<file path="src/rtl/mm_bus_master_if.sv">
// Signal bundle between the local initiator, mm_bus_master and the shared memory-mapped bus.
// The master modport is the bus master's view; slave is the view of whatever drives it.
interface mm_bus_master_if;
    logic        cmd_valid_i;
    logic        cmd_ready_o;
    logic        cmd_write_i;
    logic [31:0] cmd_addr_i;
    logic [31:0] cmd_wdata_i;
    logic        rsp_valid_o;
    logic        rsp_ready_i;
    logic [31:0] rsp_rdata_o;
    logic        rsp_err_o;
    logic        bus_write_o;
    logic        bus_read_o;
    logic [31:0] bus_addr_o;
    logic [31:0] bus_wdata_o;
    logic [31:0] bus_rdata_i;
    logic        bus_ack_i;

    modport master (
        input  cmd_valid_i, cmd_write_i, cmd_addr_i, cmd_wdata_i,
        input  rsp_ready_i, bus_rdata_i, bus_ack_i,
        output cmd_ready_o, rsp_valid_o, rsp_rdata_o, rsp_err_o,
        output bus_write_o, bus_read_o, bus_addr_o, bus_wdata_o
    );

    modport slave (
        output cmd_valid_i, cmd_write_i, cmd_addr_i, cmd_wdata_i,
        output rsp_ready_i, bus_rdata_i, bus_ack_i,
        input  cmd_ready_o, rsp_valid_o, rsp_rdata_o, rsp_err_o,
        input  bus_write_o, bus_read_o, bus_addr_o, bus_wdata_o
    );
endinterface

</file>
<file path="src/rtl/mm_bus_master.sv">
// Single-outstanding memory-mapped bus master: accepts one command, strobes the bus until
// ack or timeout, then holds the response until the initiator takes it.
module mm_bus_master #(
    parameter int unsigned TIMEOUT_CYCLES = 16
) (
    input  logic                 clk,
    input  logic                 rst_n,
    mm_bus_master_if.master      bus_if
);

    typedef enum logic [1:0] {
        IDLE = 2'd0,
        BUS  = 2'd1,
        RESP = 2'd2
    } state_e;

    localparam logic [7:0] TO_LAST = 8'(TIMEOUT_CYCLES - 1);

    state_e      state_q, state_d;
    logic        write_q, write_d;
    logic [31:0] addr_q, addr_d;
    logic [31:0] wdata_q, wdata_d;
    logic [7:0]  cnt_q, cnt_d;

    logic        cmd_ready_q, cmd_ready_d;
    logic        rsp_valid_q, rsp_valid_d;
    logic [31:0] rsp_rdata_q, rsp_rdata_d;
    logic        rsp_err_q, rsp_err_d;
    logic        bus_write_q, bus_write_d;
    logic        bus_read_q, bus_read_d;
    logic [31:0] bus_addr_q, bus_addr_d;
    logic [31:0] bus_wdata_q, bus_wdata_d;

    // Next-state, command latch, timeout counter and response capture.
    always_comb begin
        state_d     = state_q;
        write_d     = write_q;
        addr_d      = addr_q;
        wdata_d     = wdata_q;
        cnt_d       = cnt_q;
        rsp_rdata_d = rsp_rdata_q;
        rsp_err_d   = rsp_err_q;
        case (state_q)
            IDLE: begin
                if (bus_if.cmd_valid_i && cmd_ready_q) begin
                    write_d = bus_if.cmd_write_i;
                    addr_d  = bus_if.cmd_addr_i;
                    wdata_d = bus_if.cmd_wdata_i;
                    cnt_d   = 8'd0;
                    state_d = BUS;
                end else begin
                    state_d = IDLE;
                end
            end
            BUS: begin
                // Ack is tested first so an ack on the last permitted cycle beats the timeout.
                if (bus_if.bus_ack_i == 1'b1) begin
                    rsp_rdata_d = write_q ? 32'd0 : bus_if.bus_rdata_i;
                    rsp_err_d   = 1'b0;
                    state_d     = RESP;
                end else if (cnt_q == TO_LAST) begin
                    rsp_rdata_d = 32'd0;
                    rsp_err_d   = 1'b1;
                    state_d     = RESP;
                end else begin
                    cnt_d   = cnt_q + 8'd1;
                    state_d = BUS;
                end
            end
            RESP: begin
                if (rsp_valid_q && bus_if.rsp_ready_i) begin
                    rsp_rdata_d = 32'd0;
                    rsp_err_d   = 1'b0;
                    state_d     = IDLE;
                end else begin
                    state_d = RESP;
                end
            end
            default: begin
                state_d     = IDLE;
                rsp_rdata_d = 32'd0;
                rsp_err_d   = 1'b0;
            end
        endcase
    end

    // Output registers are loaded from the upcoming state so they change together with it.
    always_comb begin
        cmd_ready_d = 1'b0;
        rsp_valid_d = 1'b0;
        bus_write_d = 1'b0;
        bus_read_d  = 1'b0;
        bus_addr_d  = 32'd0;
        bus_wdata_d = 32'd0;
        if (state_d == BUS) begin
            bus_write_d = write_d;
            bus_read_d  = ~write_d;
            bus_addr_d  = addr_d;
            bus_wdata_d = wdata_d;
        end else begin
            cmd_ready_d = (state_d == IDLE);
            rsp_valid_d = (state_d == RESP);
        end
    end

    // State, holding and output registers; reset drops everything, including a pending response.
    always_ff @(posedge clk or negedge rst_n) begin
        if (!rst_n) begin
            state_q     <= IDLE;
            write_q     <= 1'b0;
            addr_q      <= 32'd0;
            wdata_q     <= 32'd0;
            cnt_q       <= 8'd0;
            cmd_ready_q <= 1'b0;
            rsp_valid_q <= 1'b0;
            rsp_rdata_q <= 32'd0;
            rsp_err_q   <= 1'b0;
            bus_write_q <= 1'b0;
            bus_read_q  <= 1'b0;
            bus_addr_q  <= 32'd0;
            bus_wdata_q <= 32'd0;
        end else begin
            state_q     <= state_d;
            write_q     <= write_d;
            addr_q      <= addr_d;
            wdata_q     <= wdata_d;
            cnt_q       <= cnt_d;
            cmd_ready_q <= cmd_ready_d;
            rsp_valid_q <= rsp_valid_d;
            rsp_rdata_q <= rsp_rdata_d;
            rsp_err_q   <= rsp_err_d;
            bus_write_q <= bus_write_d;
            bus_read_q  <= bus_read_d;
            bus_addr_q  <= bus_addr_d;
            bus_wdata_q <= bus_wdata_d;
        end
    end

    assign bus_if.cmd_ready_o = cmd_ready_q;
    assign bus_if.rsp_valid_o = rsp_valid_q;
    assign bus_if.rsp_rdata_o = rsp_rdata_q;
    assign bus_if.rsp_err_o   = rsp_err_q;
    assign bus_if.bus_write_o = bus_write_q;
    assign bus_if.bus_read_o  = bus_read_q;
    assign bus_if.bus_addr_o  = bus_addr_q;
    assign bus_if.bus_wdata_o = bus_wdata_q;

endmodule

</file>
<file path="src/flat_wrapper.sv">
// flat-port wrapper written by rule: the top's interface ports become plain ports
module mm_bus_master_flat 
#(
    parameter int unsigned TIMEOUT_CYCLES = 16
)
  (clk, rst_n, bus_if_cmd_valid_i, bus_if_cmd_write_i, bus_if_cmd_addr_i, bus_if_cmd_wdata_i, bus_if_rsp_ready_i, bus_if_bus_rdata_i, bus_if_bus_ack_i, bus_if_cmd_ready_o, bus_if_rsp_valid_o, bus_if_rsp_rdata_o, bus_if_rsp_err_o, bus_if_bus_write_o, bus_if_bus_read_o, bus_if_bus_addr_o, bus_if_bus_wdata_o);
  mm_bus_master_if bus_if_i ();
  input  logic clk;
  input  logic rst_n;
  input wire logic [$bits(bus_if_i.cmd_valid_i)-1:0] bus_if_cmd_valid_i;
  input wire logic [$bits(bus_if_i.cmd_write_i)-1:0] bus_if_cmd_write_i;
  input wire logic [$bits(bus_if_i.cmd_addr_i)-1:0] bus_if_cmd_addr_i;
  input wire logic [$bits(bus_if_i.cmd_wdata_i)-1:0] bus_if_cmd_wdata_i;
  input wire logic [$bits(bus_if_i.rsp_ready_i)-1:0] bus_if_rsp_ready_i;
  input wire logic [$bits(bus_if_i.bus_rdata_i)-1:0] bus_if_bus_rdata_i;
  input wire logic [$bits(bus_if_i.bus_ack_i)-1:0] bus_if_bus_ack_i;
  output wire logic [$bits(bus_if_i.cmd_ready_o)-1:0] bus_if_cmd_ready_o;
  output wire logic [$bits(bus_if_i.rsp_valid_o)-1:0] bus_if_rsp_valid_o;
  output wire logic [$bits(bus_if_i.rsp_rdata_o)-1:0] bus_if_rsp_rdata_o;
  output wire logic [$bits(bus_if_i.rsp_err_o)-1:0] bus_if_rsp_err_o;
  output wire logic [$bits(bus_if_i.bus_write_o)-1:0] bus_if_bus_write_o;
  output wire logic [$bits(bus_if_i.bus_read_o)-1:0] bus_if_bus_read_o;
  output wire logic [$bits(bus_if_i.bus_addr_o)-1:0] bus_if_bus_addr_o;
  output wire logic [$bits(bus_if_i.bus_wdata_o)-1:0] bus_if_bus_wdata_o;
  assign bus_if_i.cmd_valid_i = bus_if_cmd_valid_i;
  assign bus_if_i.cmd_write_i = bus_if_cmd_write_i;
  assign bus_if_i.cmd_addr_i = bus_if_cmd_addr_i;
  assign bus_if_i.cmd_wdata_i = bus_if_cmd_wdata_i;
  assign bus_if_i.rsp_ready_i = bus_if_rsp_ready_i;
  assign bus_if_i.bus_rdata_i = bus_if_bus_rdata_i;
  assign bus_if_i.bus_ack_i = bus_if_bus_ack_i;
  assign bus_if_cmd_ready_o = bus_if_i.cmd_ready_o;
  assign bus_if_rsp_valid_o = bus_if_i.rsp_valid_o;
  assign bus_if_rsp_rdata_o = bus_if_i.rsp_rdata_o;
  assign bus_if_rsp_err_o = bus_if_i.rsp_err_o;
  assign bus_if_bus_write_o = bus_if_i.bus_write_o;
  assign bus_if_bus_read_o = bus_if_i.bus_read_o;
  assign bus_if_bus_addr_o = bus_if_i.bus_addr_o;
  assign bus_if_bus_wdata_o = bus_if_i.bus_wdata_o;
  mm_bus_master #(.TIMEOUT_CYCLES(TIMEOUT_CYCLES)) u_core (.clk(clk), .rst_n(rst_n), .bus_if(bus_if_i));
endmodule
</file>
<file path="config.mk">
export PLATFORM = sky130hd
export DESIGN_NAME = mm_bus_master_flat
export DESIGN_NICKNAME = d
export VERILOG_FILES = /design/src/rtl/mm_bus_master_if.sv /design/src/rtl/mm_bus_master.sv /design/src/flat_wrapper.sv
export SDC_FILE = /design/constraint.sdc
export NUM_CORES = 1
export LEC_CHECK = 0
export CORE_UTILIZATION = 41
export DETAILED_ROUTE_END_ITERATION = 10
export GPL_ROUTABILITY_DRIVEN = 1
export PLACE_DENSITY = 0.8
export SYNTH_ARGS = -nofsm -noshare
export SYNTH_HDL_FRONTEND = slang
export SYNTH_SLANG_ARGS = --single-unit
</file>
<file path="constraint.sdc">
create_clock -name clk -period 5.2 [get_ports clk]
set_input_delay 1.04 -clock clk [delete_from_list [all_inputs] [get_ports clk]]
set_output_delay 1.04 -clock clk [all_outputs]
set_load 0.05 [all_outputs]
</file>
---- After elaboration in Yosys (flattened, before gate mapping) ----
Cells that the tools add are included.
operators by class
  $add $sub $neg .......................... 1
  eq/ne operators ......................... 10
  multiplexer cells ....................... 30
  bitwise operators ....................... 2
  reduce and logical (&&, ||, !) cells .... 7
operators with widths
  cell                                                  number
  2-to-1 mux 32 bit                                     10
  case mux 32 bit (3 select lines)                      1
  2-to-1 mux 8 bit                                      3
  case mux 8 bit (2 select lines)                       1
  2-to-1 mux 1 bit                                      10
  adder 8 x 1 -> 8 bit (second input constant)          1
  equality test 8 x 4 -> 1 bit (second input constant)  1
  2-to-1 mux 2 bit                                      3
  case mux 2 bit (3 select lines)                       1
  equality test 2 x 1 -> 1 bit (second input constant)  2
  equality test 2 bit (second input constant)           2
  zero test 2 bit                                       2
  != test 2 x 1 -> 1 bit (second input constant)        2
  != test 2 bit (second input constant)                 2
  AND reduction 4 bit                                   1
  != test 3 x 2 -> 1 bit (second input constant)        1
  case mux 1 bit (3 select lines)                       1
  AND reduction 3 bit                                   1
  logical AND 1 bit                                     2
  NOT 1 bit                                             2
  nonzero test 2 bit                                    1
storage, ports and cells
  bits in registers ....................... 176
  bits of input ports ..................... 102
  output and inout port bits .............. 101
  logic and storage cells ................. 63

---- Depth between registers and ports, before layout ----
  word-level depth ........................ 6
  depth in mapped cells ................... 8
  depth with buffers taken out ............ 6

---- Worst setup path after synthesis ----
No wires, ideal clock.
  path type ............................... in2reg
  start ................................... in bus_if_cmd_valid_i
  end ..................................... reg u_core.bus_addr_q[10], in the netlist u_core.bus_if.bus_addr_o[10]
  setup time .............................. 0.119 ns
  arrival ................................. 2.025 ns
  required time ........................... 5.081 ns
  slack ................................... 3.056 ns
  stages .................................. 5
  buffers on the path ..................... 2
  cell sequence ........................... nand3_1 buf_2 buf_4 mux2_2 and2_1
on the way
  elaborated cells between the ends (all ways) .. 7
  classes of those cells .................. eq/ne (1); mux (5); reduce/logical (1)
RTL lines
  element                          line                  RTL
  start, declared                  flat_wrapper.sv:10    input wire logic [$bits(bus_if_i.cmd_valid_i)-1:0] bus_if_cmd_valid_i;
  logical AND 1 bit                mm_bus_master.sv:45   if (bus_if.cmd_valid_i && cmd_ready_q) begin
  2-to-1 mux 32 bit                mm_bus_master.sv:45
  2-to-1 mux 32 bit                mm_bus_master.sv:43   case (state_q)
  named net u_core.addr_d[10]      mm_bus_master.sv:21   logic [31:0] addr_q, addr_d;
  2-to-1 mux 32 bit                mm_bus_master.sv:95   if (state_d == BUS) begin
  named net u_core.bus_addr_d[10]  mm_bus_master.sv:31   logic [31:0] bus_addr_q, bus_addr_d;
  end signal, assigned             mm_bus_master.sv:134  bus_addr_q <= bus_addr_d;
  end, declared                    mm_bus_master.sv:31
The timed path passes the listed nets, and every way through them passes these cells.
A chain may end at the register's enable or synchronous reset.

---- Worst setup path in the final report ----
  start ................................... in bus_if_bus_ack_i
  end ..................................... reg u_core.bus_wdata_q[0], in the netlist u_core.bus_if.bus_wdata_o[0]
on the way
  word-level cells in the longest chain between the ends .. 4
RTL lines
  element                          line                  RTL
  start, declared                  flat_wrapper.sv:16    input wire logic [$bits(bus_if_i.bus_ack_i)-1:0] bus_if_bus_ack_i;
  2-to-1 mux 2 bit                 mm_bus_master.sv:57   if (bus_if.bus_ack_i == 1'b1) begin
  case mux 2 bit (3 select lines)  mm_bus_master.sv:43
  equality test 2 x 1 -> 1 bit     mm_bus_master.sv:95
  2-to-1 mux 32 bit                mm_bus_master.sv:95
  named net u_core.bus_wdata_d[0]  mm_bus_master.sv:32   logic [31:0] bus_wdata_q, bus_wdata_d;
  end signal, assigned             mm_bus_master.sv:135  bus_wdata_q <= bus_wdata_d;
  end, declared                    mm_bus_master.sv:32
The timed path passes the listed nets, and every way through them passes these cells.

==> metrics.md <==
| Metric | Value |
|---|---|
| Fillers | 1135 |
| Startpoint Class | input port |
| Run status | finished clean |
| Syn_nets | 520 |
| Sequential cell fraction of total power | between 30% and 40% |
| Synth unique cells | 35 |
| Crit path setup slack, layout | around 2.3 ns |
| Synth area leader | dfrtp_1 |
| Critical path origin | bus_if_bus_ack_i |
| Slew Limit Headroom | a little under a quarter |
| Worst reg2reg path depth | 4 |
| DRC viols | 0 |
| Tmin final | 2.925 ns |
| Worst setup EP type | register |
| Share of layout cells above drive strength 1 | around 17% |
| WHS Path Cells | 1 |
| Max clock buf depth | 2 |
| Die span in y | 126.6 um |
| Skew-Pair Late Insertion Delay | ~0.42 ns |
| YS warnings | 0 |
| RSZ-0062 raised after global routing | no |
| Syn Inst Count | approximately 420 |
| I/O pin count | about 200 |
| Post-Route WL | between 10000 and 15000 um |
| Pin count of the biggest net entering global routing | slightly above 100 |
| RR Startpoint | u_core.state_q[0]$_DFF_PN0_ |
| Critical path class | in -> reg |
| CTS clock-pin slew for the worst setup and hold paths | 0.06 ns |
| Max-slew violation count | 0 |
| Initial DRC count | approximately 210 |
| Setup TNS Final | 0 ns |
| H-tree depth | 4 |
| Clock network fraction of design power | between 20% and 30% |
| Max_cap viols | 0 |
| Grt ovf | 0 |
| Clock tree from TritonCTS | yes |
| Min-Delay Path Class | reg -> reg |
| Cell Area, Synth | between 0.006 and 0.007 mm^2 |
| Post-route ant nets | 0 |
| Core Region | between 0.015 and 0.02 mm^2 |
| Die area | ~0.016 mm^2 |
| Worst VDD drop | ~0.32 mV |
| Diodes inserted | 0 |
| Post-synth EDFFs | 0 |
| Worst-path fanout max | 66 |
| Clock skew | between 0.006 and 0.007 ns |
| Via-per-instance ratio | 4.868 |
| Switching share of power | roughly two fifths |
| GRT Total Usage | 17.44% |
| Net Sw Power | 2307 uW |
| Die width | ~130 um |
| Setup WS pre-CTS | ~1.8 ns |
| Post-CTS sizing | 0 |
| Comb pwr share | between 40 and 50% |
| Initial core utilization | 41.86% |
| Initial antenna violation count | 0 |
| PwrDens | 663.3 mW/mm^2 |
| # nets final | approximately 720 |
| Post-CTS Setup Bufs | 0 |
| Final worst path period share | between 50% and 60% |
| Port bufs | about 200 |
| LEAKAGE | 0.004057 uW |
| Cell Rows | 45 |
| Worst Max-Slew Pin Slew | between 1 and 1.5 ns |
| Routability cong. | ~0.77 |
| #FFs+latches synth | 176 |
| Area grow syn2layout | 43.69% |
| Synth area leaders | dfrtp_1 69%, mux2_2 11%, and2_1 6.4% |
| Final hold violations | 0 |
| Hold path start | u_core.addr_q[7]$_DFF_PN0_ |
| P_int | ~3800 uW |
| Count leader, synth | dfrtp_1 |
| Post-synth top cells | 176 x dfrtp_1, 65 x and2_1, 64 x mux2_2, 34 x a22o_1 |
| Post-synth ARST share | 100.0% |
| Pre-Repair DR Iteration Count | 5 |
| Final setup vio count | 0 |
| Footprint of the multi-input gates | 0.001851 mm^2 |
| Number of global-route vias before repair | ~4300 |
| Total CTS buffers | 17 |
| DP HPWL | between 8000 and 9000 um |
| Average size of a mapped cell | ~15 um^2 |
| WP data arrival | between 3 and 4 ns |
| CTS sink cnt | roughly 180 |
| Vias | around 4000 |
| FF/Latch Area | around 0.0044 mm^2 |
| Hold Buf Count CTS | 0 |
| Worst Path Required | roughly 5.6 ns |
| Clock Tree Root | clkbuf_16 |
| First-pass GRT wire length | around 21000 um |
| Register area share after synthesis | between 60% and 70% |
| Top FF cell, synth | dfrtp_1 |
| Avg WL per Cell | 15.95 um |
| Yosys top cell area share | slightly below 70% |
| Max Fclk | about 0.34 GHz |
-- power groups by stage --
| stage | registers (uW) | logic, uW | clock network, uW |
|---|---|---|---|
| floorplan | 3070 | 865 | 0 |
| global route | 2180 | 2790 | 1400 |
| detailed placement | 2160 | 2640 | 0 |
| CTS | 2130 | 2660 | 1340 |
| finish | 2130 | 2630 | 1310 |
| global placement | 2120 | 2600 | 0 |
-- worst paths after layout --
| path | slack, ns | endpoint |
|---|---|---|
| setup / recovery | 2.28 | u_core.bus_if.bus_wdata_o[0]$_DFF_PN0_ |
| hold / removal | 0.49 | u_core.addr_q[7]$_DFF_PN0_ |
| setup reg to reg | 2.81 | u_core.bus_if.bus_addr_o[25]$_DFF_PN0_ |
| hold reg to reg | 0.49 | u_core.addr_q[7]$_DFF_PN0_ |
| max in group asynchronous | 3.43 | u_core.bus_if.bus_wdata_o[4]$_DFF_PN0_ |
| min in group asynchronous | 0.72 | u_core.bus_if.rsp_rdata_o[22]$_DFFE_PN0P_ |
-- through the flow --
step	area, um^2	std cells	hold WS, ns	power (uW)	utilization, %
floorplan	6364	417	0.4542	3938	-
global placement	8532	789	0.4724	4719	56.12
detailed placement	8532	789	0.4772	4800	56.12
CTS	9144	820	0.4917	6132	60.15
global route	9144	820	0.5038	6373	60.15
finish	9144	820	0.4879	6065	60.15
-- kinds of logic after synthesis --
group | count (synthesis) | synth area share [%]
simple gates | 99 | 9.851
compound gates | 54 | 6.921
buf+inv | 21 | 2.182
fa+ha+maj | 1 | 0.1966
mux | 65 | 11.50
xor+xnor | 1 | 0.1377
flops | 176 | 69.21
-- final cells by class --
cell class	count	area share [%]
clock buffer	21	4.926
clock inverter	10	1.765
inverter	1	0.04105
multi-input combinational	220	20.24
sequential	176	48.17
tap	188	2.573
timing repair buffer	204	22.29
-- layer usage --
layer	global-route usage (%)	routed length (um)
met5	0	0
met4	5.670	141
met3	7.803	1196
met2	28.63	6339
met1	20.45	5399
-- placed cells by master (no fill, tap or decap), types with 3 or more instances in the layout --
cell type,synthesis,final
nand2_1,5,5
clkdlybuf4s50_1,0,201
clkbuf_1,3,3
bufinv_16,0,4
mux2_2,64,64
and3_1,5,5
a22o_1,34,34
nor2_1,5,5
a21oi_1,4,4
clkbuf_16,0,17
o21ai_0,8,8
clkinvlp_4,0,3
nand3_1,6,5
and2_1,65,65
dfrtp_1,176,176
-- critical path: stages --
cell and delay, ns:
clkdlybuf4s50_1 0.56, nor3b_2 0.33, a21boi_4 0.33, nor2_4 0.08, inv_2 0.62, and2_1 0.24
-- sequential cells by signal, summed over array words and instances, names as in the netlist, 2 cells and up --
signal                     count
u_core.addr_q                 32
u_core.bus_if.bus_addr_o      32
u_core.bus_if.bus_wdata_o     32
u_core.bus_if.rsp_rdata_o     32
u_core.wdata_q                32
u_core.cnt_q                   8
u_core.state_q                 2
No activity file was read; power rests on OpenSTA's default activity.
